`config.mk`:
```
export PLATFORM = sky130hd
export DESIGN_NAME = qmult_seq
export DESIGN_NICKNAME = d
export VERILOG_FILES = /design/src/rtl/qmult_seq.sv
export SDC_FILE = /design/constraint.sdc
export NUM_CORES = 1
export LEC_CHECK = 0
export CAP_MARGIN = 20
export CORE_MARGIN = 2
export CORE_UTILIZATION = 42
export DETAILED_ROUTE_END_ITERATION = 12
export GPL_TIMING_DRIVEN = 0
export RECOVER_POWER = 25
export SLEW_MARGIN = 15
export SYNTH_ARGS = -nofsm -noshare
export SYNTH_HDL_FRONTEND = slang
export SYNTH_SLANG_ARGS = --single-unit
export TNS_END_PERCENT = 100
```
`constraint.sdc`:
```
create_clock -name clk -period 6.09 [get_ports clk]
set_input_delay 1.218 -clock clk [delete_from_list [all_inputs] [get_ports clk]]
set_output_delay 1.218 -clock clk [all_outputs]
set_load 0.02 [all_outputs]
```
`src/rtl/qmult_seq.sv`:
```
// Sequential sign-magnitude fixed-point multiplier. It shares its number format and
// start/complete handshake with the iterative divider and consumes one multiplier bit per clock.
module qmult_seq #(
    parameter int Q = 15,
    parameter int N = 32
) (
    input  logic         clk,
    input  logic         rst,
    input  logic [N-1:0] multiplicand,
    input  logic [N-1:0] multiplier,
    input  logic         start,
    output logic [N-1:0] product_out,
    output logic         overflow,
    output logic         complete
);

    localparam int AW = 2 * (N - 1);
    localparam int CW = $clog2(N);

    localparam logic [0:0] S_IDLE = 1'b0;
    localparam logic [0:0] S_BUSY = 1'b1;

    logic [0:0]    r_state;
    logic [AW-1:0] r_acc;
    logic [AW-1:0] r_mcand;
    logic [N-2:0]  r_mplier;
    logic          r_sign;
    logic [CW-1:0] r_count;
    logic [N-1:0]  r_product;
    logic          r_overflow;

    logic [AW-1:0] w_accNext;
    logic          w_ovf;
    logic [N-2:0]  w_mag;
    logic [Q-1:0]  w_unusedFraction;

    // The final add is folded into result formation, so the completion edge sees the full sum.
    always_comb begin
        w_accNext        = r_mplier[0] ? (r_acc + r_mcand) : r_acc;
        w_ovf            = |w_accNext[AW-1:N-1+Q];
        w_mag            = w_ovf ? '1 : w_accNext[N-2+Q:Q];
        w_unusedFraction = w_accNext[Q-1:0];
    end

    always_ff @(posedge clk) begin
        if (rst) begin
            r_state    <= S_IDLE;
            r_acc      <= '0;
            r_mcand    <= '0;
            r_mplier   <= '0;
            r_sign     <= 1'b0;
            r_count    <= '0;
            r_product  <= '0;
            r_overflow <= 1'b0;
        end else begin
            case (r_state)
                S_IDLE: begin
                    if (start) begin
                        r_mcand  <= {{(N-1){1'b0}}, multiplicand[N-2:0]};
                        r_mplier <= multiplier[N-2:0];
                        r_sign   <= multiplicand[N-1] ^ multiplier[N-1];
                        r_acc    <= '0;
                        r_count  <= CW'(N - 2);
                        r_state  <= S_BUSY;
                    end
                end
                S_BUSY: begin
                    r_acc    <= w_accNext;
                    r_mcand  <= r_mcand << 1;
                    r_mplier <= r_mplier >> 1;
                    r_count  <= r_count - CW'(1);
                    if (r_count == '0) begin
                        // A zero magnitude never carries a sign bit.
                        r_product  <= {r_sign & (|w_mag), w_mag};
                        r_overflow <= w_ovf;
                        r_state    <= S_IDLE;
                    end
                end
                default: r_state <= S_IDLE;
            endcase
        end
    end

    assign product_out = r_product;
    assign overflow    = r_overflow;
    assign complete    = (r_state == S_IDLE);

endmodule

```
==> results.json, run 1 <==
{
  "cp-end-kind": "register",
  "wl_per_cell_um": 20.89,
  "area_growth_pct": 16.10,
  "critical_path_arrival_ns": 5.28,
  "report.final.hold_viol_count": 0,
  "p_int_mw": 2.090,
  "slew_violations": 0,
  "p_sw_share_pct": 30.54,
  "required_ns": 6.39,
  "synthMostInstantiatedCell": "nor2_1",
  "grt_max_degree": 20,
  "row_count": 64,
  "clock_latency_ns": 0.46,
  "synth_top_area_share_pct": 30.23,
  "cts_tree": "yes",
  "synth.distinct_cells": 94,
  "grt_util_all_layers_pct": 27.98,
  "seq_area_mm2": 0.003904,
  "die_x_um": 179.4,
  "timing.final.crit_share_pct": 81.67,
  "critical_path_class": "reg -> reg",
  "async_reset_ff_share_pct": 0,
  "cts-buffers-inserted": 17,
  "outcome": "finished clean",
  "ios": 101,
  "p_seq_share_pct": 45.2,
  "hpwl_mm": 35.87,
  "hp-class": "reg -> reg",
  "grt_pass1_wl_mm": 68.92,
  "grt_antenna_before_repair": 0,
  "diodes": 0,
  "place.gp.congestion": 0.9394,
  "start_util_pct": 42.44,
  "die_area_mm2": 0.03217,
  "die_h_um": 179.4,
  "route.detailed.drc": 0,
  "multiInputGateArea_mm2": 0.008368,
  "fill_cells": 3050,
  "crit_path_max_incr_delay_ns": 0.69,
  "cp_num_buf_inv": 2,
  "numPortBuffers": 98,
  "pwr-share-comb_pct": 15.6,
  "synth_edf_count": 0,
  "leakage_nw": 5.890,
  "ys_seq_area_share_pct": 30.23,
  "setup_violations": 0,
  "clkPwrFrac_pct": 39.2,
  "relSlewSlack_pct": 32.94,
  "synth_area_mm2": 0.01291,
  "vias_per_cell": 5.917,
  "cts_sinks": 195,
  "core_area_mm2": 0.03043,
  "cts_setup_buffers": 0,
  "skew_ns": 0.01718,
  "path_max_fanout": 10,
  "total_power_mw": 3.010,
  "vias": 12858,
  "maxCapViolations": 0,
  "drt-initial-drc-count": 1223,
  "avgSynthCellArea_um2": 7.846,
  "postLayoutCellArea_mm2": 0.01499,
  "cts_root_buf": "clkbuf_16",
  "p_sw_mw": 0.9192,
  "netlist_instances": 1646,
  "synth_ff_type": "dfxtp_1",
  "dr.pass1.iters": 7,
  "path_clk_slew_ns": 0.08,
  "post-synth-top-area-cell": "dfxtp_1",
  "ys.warnings.count": 0,
  "cts_resized": 0,
  "slowest_stage": "o31ai_2",
  "post_route_cells_drive_above_1_share_pct": 7.991,
  "grt_pass1_vias": 11959,
  "holdBufCountCts": 0,
  "drt_wl_total_mm": 45.39,
  "final.setup.tns_ns": 0,
  "rsz0062_at_grt": "no",
  "vdd_drop_max_v": 0.0001843,
  "critPathLaunchType": "register",
  "crit_family": "compound AO/OA/AOI/OAI gates",
  "synthTopCellsByArea": "dfxtp_1 30%, nor2_1 9.2%, a21oi_1 7.4%",
  "h-tree-depth": 4,
  "fmax_mhz": 201.1,
  "synth.ff_latch_count": 195,
  "p_per_area_mw_per_mm2": 200.7,
  "tightest_slew_ns": 1.006,
  "path_cells": "ha_1 > inv_1 > fa_1 > nor2b_1 > o2111ai_2 > a21boi_2 > o21ai_2 > o31ai_2 > a41oi_1 > xnor2_1 > o41ai_1 > nand4_2 > nor4_4 > buf_6 > a211oi_2",
  "ant_nets": 0,
  "period_needed_ns": 4.974,
  "num-nets-final": 1895,
  "clockBufferDepth": 2,
  "syn_nets": 1777,
  "place_area_mm2": 0.01439,
  "overflow": 0,
  "synthTopCellsByCount": "318 x nor2_1, 195 x dfxtp_1, 192 x a21oi_1, 95 x nand2_1, 84 x mux2i_1"
}
==> stage by stage <==
step	setup WS [ns]	utilization (%)	hold slack, ns	cells
detailed placement	1.178	47.29	0.4735	2140
finish	1.116	49.28	0.4859	2173
floorplan	2.455	-	0.4486	1646
CTS	1.156	49.25	0.4859	2172
global placement	1.196	47.29	0.4651	2140
global route	0.9038	49.28	0.5173	2173
==> flip-flops by register name, summed over array words and instances, names as in the netlist <==
register     count
overflow         1
product_out     32
r_sign           1
r_mcand         62
r_mplier        31
r_state          1
r_count          5
r_acc           62
==> routing by layer <==
metal / part of all wire [%] / global-route usage (%)
met3: 7.0 / 5.316
met4: 3.0 / 9.409
met2: 45 / 44.72
met5: 0 / 0
met1: 45 / 37.86
==> cells by family after synthesis <==
group,synth area share [%]
AO/OA/AOI/OAI,25.32
XOR/XNOR,3.323
adder cells (fa/ha/maj),6.259
buffers and inverters,4.980
flip-flops,30.23
multiplexers,6.772
AND/OR/NAND/NOR,23.13
==> area by class of cell <==
cell class | instances | area share, %
Tap cell | 396 | 3.304
Timing Repair Buffer | 99 | 6.592
Multi-Input combinational cell | 1306 | 55.81
Buffer | 125 | 3.788
Inverter | 20 | 0.5007
Clock inverter | 13 | 1.085
Clock buffer | 19 | 2.887
Sequential cell | 195 | 26.03
==> power groups by stage <==
stage               clock network, mW  registers [mW]  logic, mW
finish                           1.18            1.36      0.469
global route                     1.25            1.37      0.509
CTS                              1.20            1.36      0.465
detailed placement                  0            1.39      0.464
global placement                    0            1.39      0.459
floorplan                           0            1.39      0.276
==> path summary, 6_finish.rpt <==
check	startpoint	to	slack, ns	cells after the start
max	r_mcand[0]	product_out[30]	1.12	15
min	r_acc[60]	r_acc[60]	0.49	2
max reg2reg	r_mcand[0]	product_out[30]	1.12	15
min reg2reg	r_acc[60]	r_acc[60]	0.49	2
==> worst reg2reg max path, cell delays in order (launching register included) <==
cell       delay [ns]
dfxtp_1          0.46
ha_1             0.24
inv_1            0.06
fa_1             0.40
nor2b_1          0.21
o2111ai_2        0.20
a21boi_2         0.32
o21ai_2          0.12
o31ai_2          0.69
a41oi_1          0.31
xnor2_1          0.24
o41ai_1          0.43
nand4_2          0.34
nor4_4           0.47
buf_6            0.24
a211oi_2         0.08
==> cell usage in the layout (no fill, tap or decap), types with 20 or more instances in the layout <==
| cell | n |
|---|---|
| clkdlybuf4s50_1 | 98 |
| o21a_1 | 22 |
| nor3_1 | 27 |
| o21ai_0 | 40 |
| nor2_1 | 318 |
| clkbuf_1 | 85 |
| and3_1 | 54 |
| xor2_1 | 22 |
| a21oi_1 | 192 |
| nand4_1 | 43 |
| xnor2_1 | 27 |
| a211oi_2 | 30 |
| a22oi_1 | 26 |
| nand2_1 | 95 |
| ha_1 | 63 |
| inv_1 | 20 |
| mux2i_1 | 84 |
| dfxtp_1 | 195 |
| buf_2 | 22 |
Power figures use the tool's default switching activity.
==> run 2, diff against run 1 <==
clock period = 5.1 ns   (was 6.09 ns; I/O delays follow)
==> run 2 against run 1 <==
Clock skew decreased by 0.0013 ns; cell area about the same; total power grew 19%; non-clock buffer count is the same; routed wire length hardly changed; sequential power is 19% higher; combinational power increased by 19%; register-to-register slack got worse by 0.97 ns; cell count unchanged; highest routed layer unchanged.
==> results.json, run 2 (same netlist as run 1, synthesis figures left out) <==
{
  "outcome": "finished clean",
  "reg2reg_from": "r_mcand[0]",
  "relSlewSlack_pct": 33.63,
  "post-route-util_pct": 49.31,
  "cp-end-kind": "register",
  "critPathLaunchType": "register",
  "reg2reg_to": "product_out[30]",
  "num-nets-final": 1895,
  "final.setup.tns_ns": 0,
  "holdWs_ns": 0.4892,
  "fill_cells": 3049,
  "clockBufferDepth": 2,
  "p_per_area_mw_per_mm2": 239.3,
  "numPortBuffers": 98,
  "layout_common_cells": "318 x nor2_1, 195 x dfxtp_1, 192 x a21oi_1",
  "skew_ns": 0.01584,
  "route.detailed.drc": 0,
  "slew_violations": 0,
  "row_count": 64,
  "holdPathEnd": "r_acc[60]",
  "grt_antenna_before_repair": 0,
  "path_max_fanout": 10,
  "postLayoutCellArea_mm2": 0.01500,
  "start_util_pct": 42.44,
  "holdCritStartpoint": "r_acc[60]",
  "critical_path_arrival_ns": 5.25,
  "place.gp.congestion": 0.9394,
  "post_route_cells_drive_above_1_share_pct": 7.991,
  "diodes": 0,
  "h-tree-depth": 4,
  "reg2reg_depth": 15,
  "leakage_nw": 5.890,
  "wl_per_cell_um": 20.89,
  "report.final.hold_viol_count": 0,
  "vdd_drop_max_v": 0.0002202,
  "cts_sinks": 195,
  "clock_latency_ns": 0.45,
  "core_area_mm2": 0.03043,
  "maxCapViolations": 0,
  "period_needed_ns": 4.949,
  "dr.pass1.iters": 5,
  "required_ns": 5.41,
  "die_area_mm2": 0.03217,
  "grt_pass1_wl_mm": 68.92,
  "cts_root_buf": "clkbuf_16",
  "tightest_slew_ns": 0.9956,
  "ios": 101,
  "area_growth_pct": 16.17,
  "hold-path-cell-count": 2,
  "mostFrequentLayoutCell": "nor2_1",
  "cts-buffers-inserted": 17,
  "path_clk_slew_ns": 0.08,
  "cts_tree": "yes",
  "hpwl_mm": 35.87,
  "overflow": 0,
  "die_x_um": 179.4,
  "grt_max_degree": 20,
  "place_area_mm2": 0.01439,
  "cts_setup_buffers": 0,
  "timing.final.crit_share_pct": 97.05,
  "r2r_setup_slack_ns": 0.15,
  "rsz0062_at_grt": "no",
  "hp-class": "reg -> reg",
  "setup_violations": 0,
  "vias_per_cell": 5.917,
  "ant_nets": 0,
  "die_h_um": 179.4,
  "vias": 12858,
  "grt_pass1_vias": 11959,
  "drt-initial-drc-count": 1228,
  "drt_wl_total_mm": 45.39,
  "fmax_mhz": 202.0,
  "grt_util_all_layers_pct": 27.98,
  "holdBufCountCts": 0,
  "critical_path_class": "reg -> reg"
}
[run 2: area by class of cell]
type	instances	area, um2	area share, %
well taps	396	495.5	3.302
multi-input cells	1306	8377	55.83
repair buffers	99	988.4	6.588
flip-flops and latches	195	3904	26.02
clock buffers	19	432.9	2.886
plain buffers	125	568.0	3.786
inverters	20	75.07	0.5004
clock inverters	13	162.7	1.084
[run 2: report_power, final]
part           switching (mW)  internal, mW  total, mW  leakage (nW)
sequential             0.0461          1.58       1.62          1.58
combinational           0.345         0.215      0.560          4.02
clock                   0.703         0.703       1.41         0.283
[run 2: critical path: stages, from the launching register on]
cell and delay [ns]:
dfxtp_1 0.47, ha_1 0.25, inv_1 0.06, fa_1 0.40, nor2b_1 0.21, o2111ai_2 0.20
a21oi_2 0.31, o31ai_4 0.14, o31ai_1 0.79, a31oi_2 0.24, xnor2_1 0.25, o41ai_4 0.37
nand4_2 0.31, nor4_4 0.46, buf_6 0.24, a211oi_2 0.08
[run 2: how the worst max path moves through the flow]
stage          slack, ns         endpoint  cells past startpoint       start
6_report            0.15  product_out[30]                     15  r_mcand[0]
2_1_floorplan       1.46   product_out[2]                     15  r_mcand[0]
3_3_place_gp        0.21  product_out[30]                     15  r_mcand[0]
3_5_place_dp        0.19  product_out[26]                     15  r_mcand[0]
4_1_cts             0.17  product_out[30]                     15  r_mcand[0]
5_1_grt             0.08  product_out[30]                     15  r_mcand[0]
[run 2: what timing repair did]
action | in CTS | in global routing
setup endpoints to repair | 0 | 30
hold endpoints to repair | 0 | 0
gates resized for setup | 0 | 1
[run 2: routing by layer]
layer	vias to the layer above	GRT usage, %	wire length, um
li1	6167	-	-
met1	6154	37.86	20400
met2	467	44.72	20380
met3	70	5.316	3286
met4	0	9.409	1318
met5	-	0	0
[run 2: stage by stage]
step | setup slack, ns | std cells | power [mW]
floorplan | 1.465 | 1646 | 1.990
global placement | 0.2061 | 2140 | 2.205
detailed placement | 0.1879 | 2140 | 2.212
CTS | 0.1663 | 2172 | 3.611
global route | 0.07768 | 2173 | 3.729
finish | 0.1506 | 2173 | 3.590
